File: config.mk
export PLATFORM = sky130hd
export DESIGN_NAME = top_countdown
export DESIGN_NICKNAME = d
export VERILOG_FILES = /design/src/rtl/top_countdown.sv
export SDC_FILE = /design/constraint.sdc
export NUM_CORES = 1
export LEC_CHECK = 0
export CAP_MARGIN = 20
export CORE_ASPECT_RATIO = 1.1
export CORE_UTILIZATION = 32
export CTS_BUF_LIST = sky130_fd_sc_hd__clkbuf_4
export DETAILED_ROUTE_END_ITERATION = 6
export GPL_ROUTABILITY_DRIVEN = 0
export GPL_TIMING_DRIVEN = 1
export PLACE_DENSITY_LB_ADDON = 0.12
export SLEW_MARGIN = 20
export SYNTH_ARGS = -nofsm -noshare
export SYNTH_HDL_FRONTEND = slang
export SYNTH_SLANG_ARGS = --single-unit
File: constraint.sdc
create_clock -name clk -period 3.8 [get_ports clk]
set_input_delay 0.76 -clock clk [delete_from_list [all_inputs] [get_ports clk]]
set_output_delay 0.76 -clock clk [all_outputs]
set_load 0.1 [all_outputs]
File: src/rtl/top_countdown.sv
// top_countdown: mm:ss:cc countdown timer with debounced buttons and active-low seven-segment digits.
// Optional feature macro: TOP_COUNTDOWN_BLINK_EN (2 Hz blanking of all digits while in ALARM).
module top_countdown #(
    parameter int CLK_PER_MS = 50000,
    parameter int MS_PER_CS  = 10
) (
    input  logic       clk,
    input  logic       rst,
    input  logic       start_stop,
    input  logic       inc_min,
    input  logic       inc_sec,
    input  logic       clear,
    output logic [6:0] m10,
    output logic [6:0] m1,
    output logic [6:0] s10,
    output logic [6:0] s1,
    output logic [6:0] c10,
    output logic [6:0] c1,
    output logic       alarm,
    output logic       running,
    output logic [1:0] state_dbg
);
    localparam int PW = (CLK_PER_MS > 1) ? $clog2(CLK_PER_MS) : 1;
    localparam int CW = (MS_PER_CS > 1) ? $clog2(MS_PER_CS) : 1;
    localparam logic [PW-1:0] PS_LAST = PW'(CLK_PER_MS - 1);
    localparam logic [CW-1:0] CS_LAST = CW'(MS_PER_CS - 1);

    typedef enum logic [1:0] {ST_SET, ST_RUN, ST_PAUSE, ST_ALARM} state_t;

    state_t          state_q, state_d;
    logic [PW-1:0]   ps_q, ps_d;
    logic [CW-1:0]   cs_q, cs_d;
    logic [3:0]      meta_q, meta_d, sync_q, sync_d, prev_q, prev_d;
    logic [5:0][3:0] val_q, val_d, val_dec;
    logic            ms_tick, borrow, blank;
    logic            clr_p, ss_p, min_p, sec_p;

    function automatic logic [7:0] inc59(input logic [3:0] tens, input logic [3:0] ones);
        if (ones != 4'd9)      return {tens, ones + 4'd1};
        else if (tens != 4'd5) return {tens + 4'd1, 4'd0};
        else                   return 8'd0;
    endfunction

    function automatic logic [6:0] seg7(input logic [3:0] d);
        case (d)
            4'd0:    return 7'b1000000;
            4'd1:    return 7'b1111001;
            4'd2:    return 7'b0100100;
            4'd3:    return 7'b0110000;
            4'd4:    return 7'b0011001;
            4'd5:    return 7'b0010010;
            4'd6:    return 7'b0000010;
            4'd7:    return 7'b1111000;
            4'd8:    return 7'b0000000;
            4'd9:    return 7'b0010000;
            default: return 7'b1111111;
        endcase
    endfunction

    // Button order in all vectors: {clear, start_stop, inc_min, inc_sec}.
    always_comb begin
        ms_tick = (ps_q == PS_LAST);
        ps_d    = ms_tick ? '0 : ps_q + 1'b1;
        meta_d  = {clear, start_stop, inc_min, inc_sec};
        sync_d  = meta_q;
        prev_d  = ms_tick ? sync_q : prev_q;
        {clr_p, ss_p, min_p, sec_p} = ms_tick ? (sync_q & ~prev_q) : 4'b0000;
    end

    // Borrow chain: c1, c10 wrap to 9 / 9, s10 and m10 digits wrap to 5.
    always_comb begin
        val_dec = val_q;
        borrow  = 1'b1;
        for (int i = 0; i < 6; i++) begin
            if (borrow) begin
                if (val_q[i] != 4'd0) begin
                    val_dec[i] = val_q[i] - 4'd1;
                    borrow     = 1'b0;
                end else begin
                    val_dec[i] = (i == 3 || i == 5) ? 4'd5 : 4'd9;
                end
            end
        end
    end

    always_comb begin
        state_d = state_q;
        val_d   = val_q;
        cs_d    = cs_q;
        if (ms_tick) begin
            if (clr_p) begin
                state_d = ST_SET;
                val_d   = '0;
                cs_d    = '0;
            end else begin
                case (state_q)
                    ST_SET: begin
                        if (ss_p) begin
                            if (val_q != '0) state_d = ST_RUN;
                        end else begin
                            if (min_p) {val_d[5], val_d[4]} = inc59(val_q[5], val_q[4]);
                            if (sec_p) {val_d[3], val_d[2]} = inc59(val_q[3], val_q[2]);
                        end
                    end
                    ST_RUN: begin
                        if (cs_q == CS_LAST) begin
                            cs_d  = '0;
                            val_d = val_dec;
                            if (val_dec == '0) state_d = ST_ALARM;
                            else if (ss_p)     state_d = ST_PAUSE;
                        end else if (ss_p) begin
                            state_d = ST_PAUSE;
                        end else begin
                            cs_d = cs_q + 1'b1;
                        end
                    end
                    ST_PAUSE: begin
                        if (ss_p) state_d = ST_RUN;
                    end
                    ST_ALARM: begin
                        if (ss_p) begin
                            state_d = ST_SET;
                            cs_d    = '0;
                        end
                    end
                    default: state_d = ST_SET;
                endcase
            end
        end
    end

`ifdef TOP_COUNTDOWN_BLINK_EN
    logic [8:0] blink_q, blink_d;

    // Held at zero outside ALARM, so every entry into ALARM starts a fresh blink period.
    always_comb begin
        blink_d = blink_q;
        if (state_q != ST_ALARM) blink_d = '0;
        else if (ms_tick)        blink_d = (blink_q == 9'd499) ? '0 : blink_q + 1'b1;
    end

    always_ff @(posedge clk or negedge rst) begin
        if (!rst) blink_q <= '0;
        else      blink_q <= blink_d;
    end

    assign blank = (state_q == ST_ALARM) && (blink_q >= 9'd250);
`else
    assign blank = 1'b0;
`endif

    always_ff @(posedge clk or negedge rst) begin
        if (!rst) begin
            state_q <= ST_SET;
            ps_q    <= '0;
            cs_q    <= '0;
            meta_q  <= '0;
            sync_q  <= '0;
            prev_q  <= '0;
            val_q   <= '0;
        end else begin
            state_q <= state_d;
            ps_q    <= ps_d;
            cs_q    <= cs_d;
            meta_q  <= meta_d;
            sync_q  <= sync_d;
            prev_q  <= prev_d;
            val_q   <= val_d;
        end
    end

    always_comb begin
        m10 = blank ? 7'b1111111 : seg7(val_q[5]);
        m1  = blank ? 7'b1111111 : seg7(val_q[4]);
        s10 = blank ? 7'b1111111 : seg7(val_q[3]);
        s1  = blank ? 7'b1111111 : seg7(val_q[2]);
        c10 = blank ? 7'b1111111 : seg7(val_q[1]);
        c1  = blank ? 7'b1111111 : seg7(val_q[0]);
    end

    assign alarm     = (state_q == ST_ALARM);
    assign running   = (state_q == ST_RUN);
    assign state_dbg = state_q;

endmodule

==> impl_results.md <==
- Synth area leaders: dfrtp_1 (32%), ha_1 (9.9%), a21oi_1 (6.3%)
- Worst setup SP type: register
- Root cell of the clock tree: clkbuf_4
- Clock latency on the worst-skew pair: 0.41 ns
- Worst path max stage delay: 1.20 ns
- Worst hold path class: reg2reg
- Async S/R FF share, synth: 100.0%
- Routed len/inst: ~14 um
- Leak pwr: 2.473 nW
- Hold path depth: 0
- Reg2reg start: val_q[5]$_DFFE_PN0P_
- Max Fanout on Critical Path: 8
- CP bufs+invs: 1
- Post-synth EDFFs: 0
- Routed Antenna Nets: 0
- Final worst path period need: between 2 and 3 ns
- Hold_buf cts: 0
- Vias in the first global route: 4015
- Starting Density: 32.76%
- Synth cell types: between 60 and 70
- Crit path DAT: 2.14 ns
- Dpl hpwl: 8382 um
- Worst path cell trace: clkdlybuf4s50_1
- Worst R2R Setup Slack: between 0.9 and 1 ns
- Hold path startpoint: meta_q[0]$_DFF_PN0_
- Setup TNS: 0 ns
- Hold slack: 0.3543 ns
- Top-level port count: 52
- Die Y: around 130 um
- Overflow after GRT: 0
- Port Buf Inserts: 51
- Die area: between 0.01 and 0.015 mm^2
- Flops & latches, synth: between 50 and 60
- Tcrit/Tclk final: 76.39%
- Max-Cap Viols: 0
- Die X: around 120 um
- Setup crit end kind: output port
- CORE AREA: 0.01385 mm^2
- Yosys top cell by area: dfrtp_1
- FF-to-FF End: state_dbg[0]$_DFFE_PN0P_
- Clock Skew: 0.02143 ns
- TritonCTS clock tree: built
- Area Overhead vs Synth: 17.23%
- Register area share after synthesis: 31.98%
- Post-synth net total: approximately 600
- Worst hold endpoint: sync_q[0]$_DFF_PN0_
- Global-route wire length before repair: 19470 um
- Num rows: 45
- DRC: 0
- Actual slew at the worst max-slew pin: 0.9671 ns
- Ys flop type: dfrtp_1
- Via Count: 4198
- Largest net degree at the start of global routing: 34
- Setup Viol. Count Final: 0
- Total track usage: 16.59%
- Pins Over Slew Limit: 0
- Final net count: 662
- Clk sinks: between 50 and 60
- Post-CTS resize count: 0
- Post-Synthesis Cells: 574
- Worst Setup Path Type: reg2out
- Slew margin rel.: 35.32%
- Critical path data required time: slightly above 3 ns
- Hold Fails Final Rpt: 0
- Power Density: 242.2 mW/mm^2
- Fmax: 344.5 MHz
- Mean Syn Cell Area: ~7.9 um^2
- Max clock buf depth: 2
- Synth Cell Area: ~0.0045 mm^2
- Setup bufs post-CTS: 0
- RSZ-0062 raised after global routing: false
- Drt pass-1 iters: 4
- Layout cell share with drive strength beyond 1: 14.08%
- Peak VDD IR: 229.7 uV
- Vias per inst: 5.164
- Critical path's top delay family: buffers and inverters
- Synthesis warning total: 0
- Worst-path clk slew: 0.11 ns
- N_diodes: 0
- H-tree depth: 3
- Final WL: about 12000 um
- Share of the synthesized area in the top cell type: 31.98%
- Outcome: completed
- Worst-case reg-to-reg path depth: 8
- Antenna violations before repair: 0
- Num CTS Buffers: 9
- Slowest cell on the critical path: clkdlybuf4s50_1
- DR iter-0 viols: 251
==> per-layer routing <==
metal	track usage (%)	vias up	part of all wire (%)
li1	-	2129	-
met1	22.20	1981	48
met2	27.58	78	47
met3	1.911	10	3.1
met4	5.500	0	1.3
met5	0	-	0
==> stage by stage <==
step                      instance area [um^2]  worst slack [ns]  instances  util [%]  power [mW]
after detailed placement                  5116            0.9616        797     36.94      0.6598
after global routing                      5320            0.6863        813     38.41       1.340
after global placement                    5116            0.9722        797     36.94      0.6596
after floorplan                           4538           0.08946        574         -      0.6386
after CTS                                 5320            0.8748        813     38.41       1.312
final                                     5320            0.8970        813     38.41       1.289
==> report_power, final <==
group / leakage (nW) / switching [mW] / total (mW) / internal [mW]
clock: 0.108 / 0.239 / 0.643 / 0.404
combinational: 1.59 / 0.0174 / 0.0233 / 0.00593
sequential: 0.778 / 0.00168 / 0.623 / 0.621
==> state kept, by name, indices dropped and copies added (netlist names) <==
name,count
cs_q,4
ps_q,16
state_dbg,2
meta_q,4
sync_q,4
prev_q,4
val_q,24
==> logic make-up (layout without fill, tap and decap cells) <==
family / Yosys count / count (layout) / synth area share [%]
simple gates: 246 / 246 / 27.13
compound gates: 154 / 154 / 20.54
flops: 58 / 58 / 31.98
buf+inv: 51 / 102 / 4.466
fa+ha+maj: 36 / 36 / 9.926
xor+xnor: 17 / 17 / 3.281
mux: 12 / 12 / 2.674
==> cell type report <==
cell class                      instances  area, um^2
Timing Repair Buffer                   56       432.9
Tap cell                              188       235.2
Multi-Input combinational cell        465        2884
Clock buffer                           10       75.07
Clock inverter                          6       128.9
Inverter                               30       112.6
Fill cell                            1449        8531
Sequential cell                        58        1451
==> cell usage in the layout, fill, tap and decap left out, types with 12 or more instances in the layout <==
| cell | netlist | layout |
|---|---|---|
| nand2_1 | 75 | 75 |
| nor2_1 | 67 | 67 |
| dfrtp_1 | 58 | 58 |
| a21oi_1 | 57 | 57 |
| buf_4 | 0 | 49 |
| o21ai_0 | 44 | 44 |
| ha_1 | 36 | 36 |
| inv_1 | 28 | 28 |
| nand3_1 | 20 | 20 |
| nor3_1 | 13 | 13 |
| nand2b_1 | 12 | 12 |
==> synthesized netlist by cell type, types with 3 or more instances <==
master	number
buf_2	3
o31ai_1	7
nand2_1	75
nor3b_1	3
ha_1	36
dfrtp_1	58
a31oi_1	9
nand3_1	20
a21oi_1	57
o211ai_1	4
nor2b_1	4
o21ai_0	44
nor3_1	13
nand4_1	7
a211oi_1	3
nand3b_1	4
xnor2_1	7
clkbuf_1	15
inv_1	28
and3_1	8
nor2_1	67
mux2i_1	11
o41ai_1	3
or2_2	6
or3_1	6
and2_1	3
nand2b_1	12
xor2_1	10
==> how the worst max path moves through the flow <==
| stage | slack [ns] | from | depth (start not counted) | to |
|---|---|---|---|---|
| 2_1_floorplan | 0.09 | val_q[7]$_DFFE_PN0P_ | 3 | c10[1] |
| 6_report | 0.90 | state_dbg[0]$_DFFE_PN0P_ | 1 | state_dbg[0] |
| 3_3_place_gp | 0.97 | val_q[5]$_DFFE_PN0P_ | 8 | state_dbg[0]$_DFFE_PN0P_ |
| 5_1_grt | 0.69 | val_q[10]$_DFFE_PN0P_ | 4 | s1[4] |
| 4_1_cts | 0.87 | state_dbg[0]$_DFFE_PN0P_ | 1 | state_dbg[0] |
| 3_5_place_dp | 0.96 | val_q[8]$_DFFE_PN0P_ | 8 | state_dbg[1]$_DFFE_PN0P_ |
(Power assumes the default switching activity.)
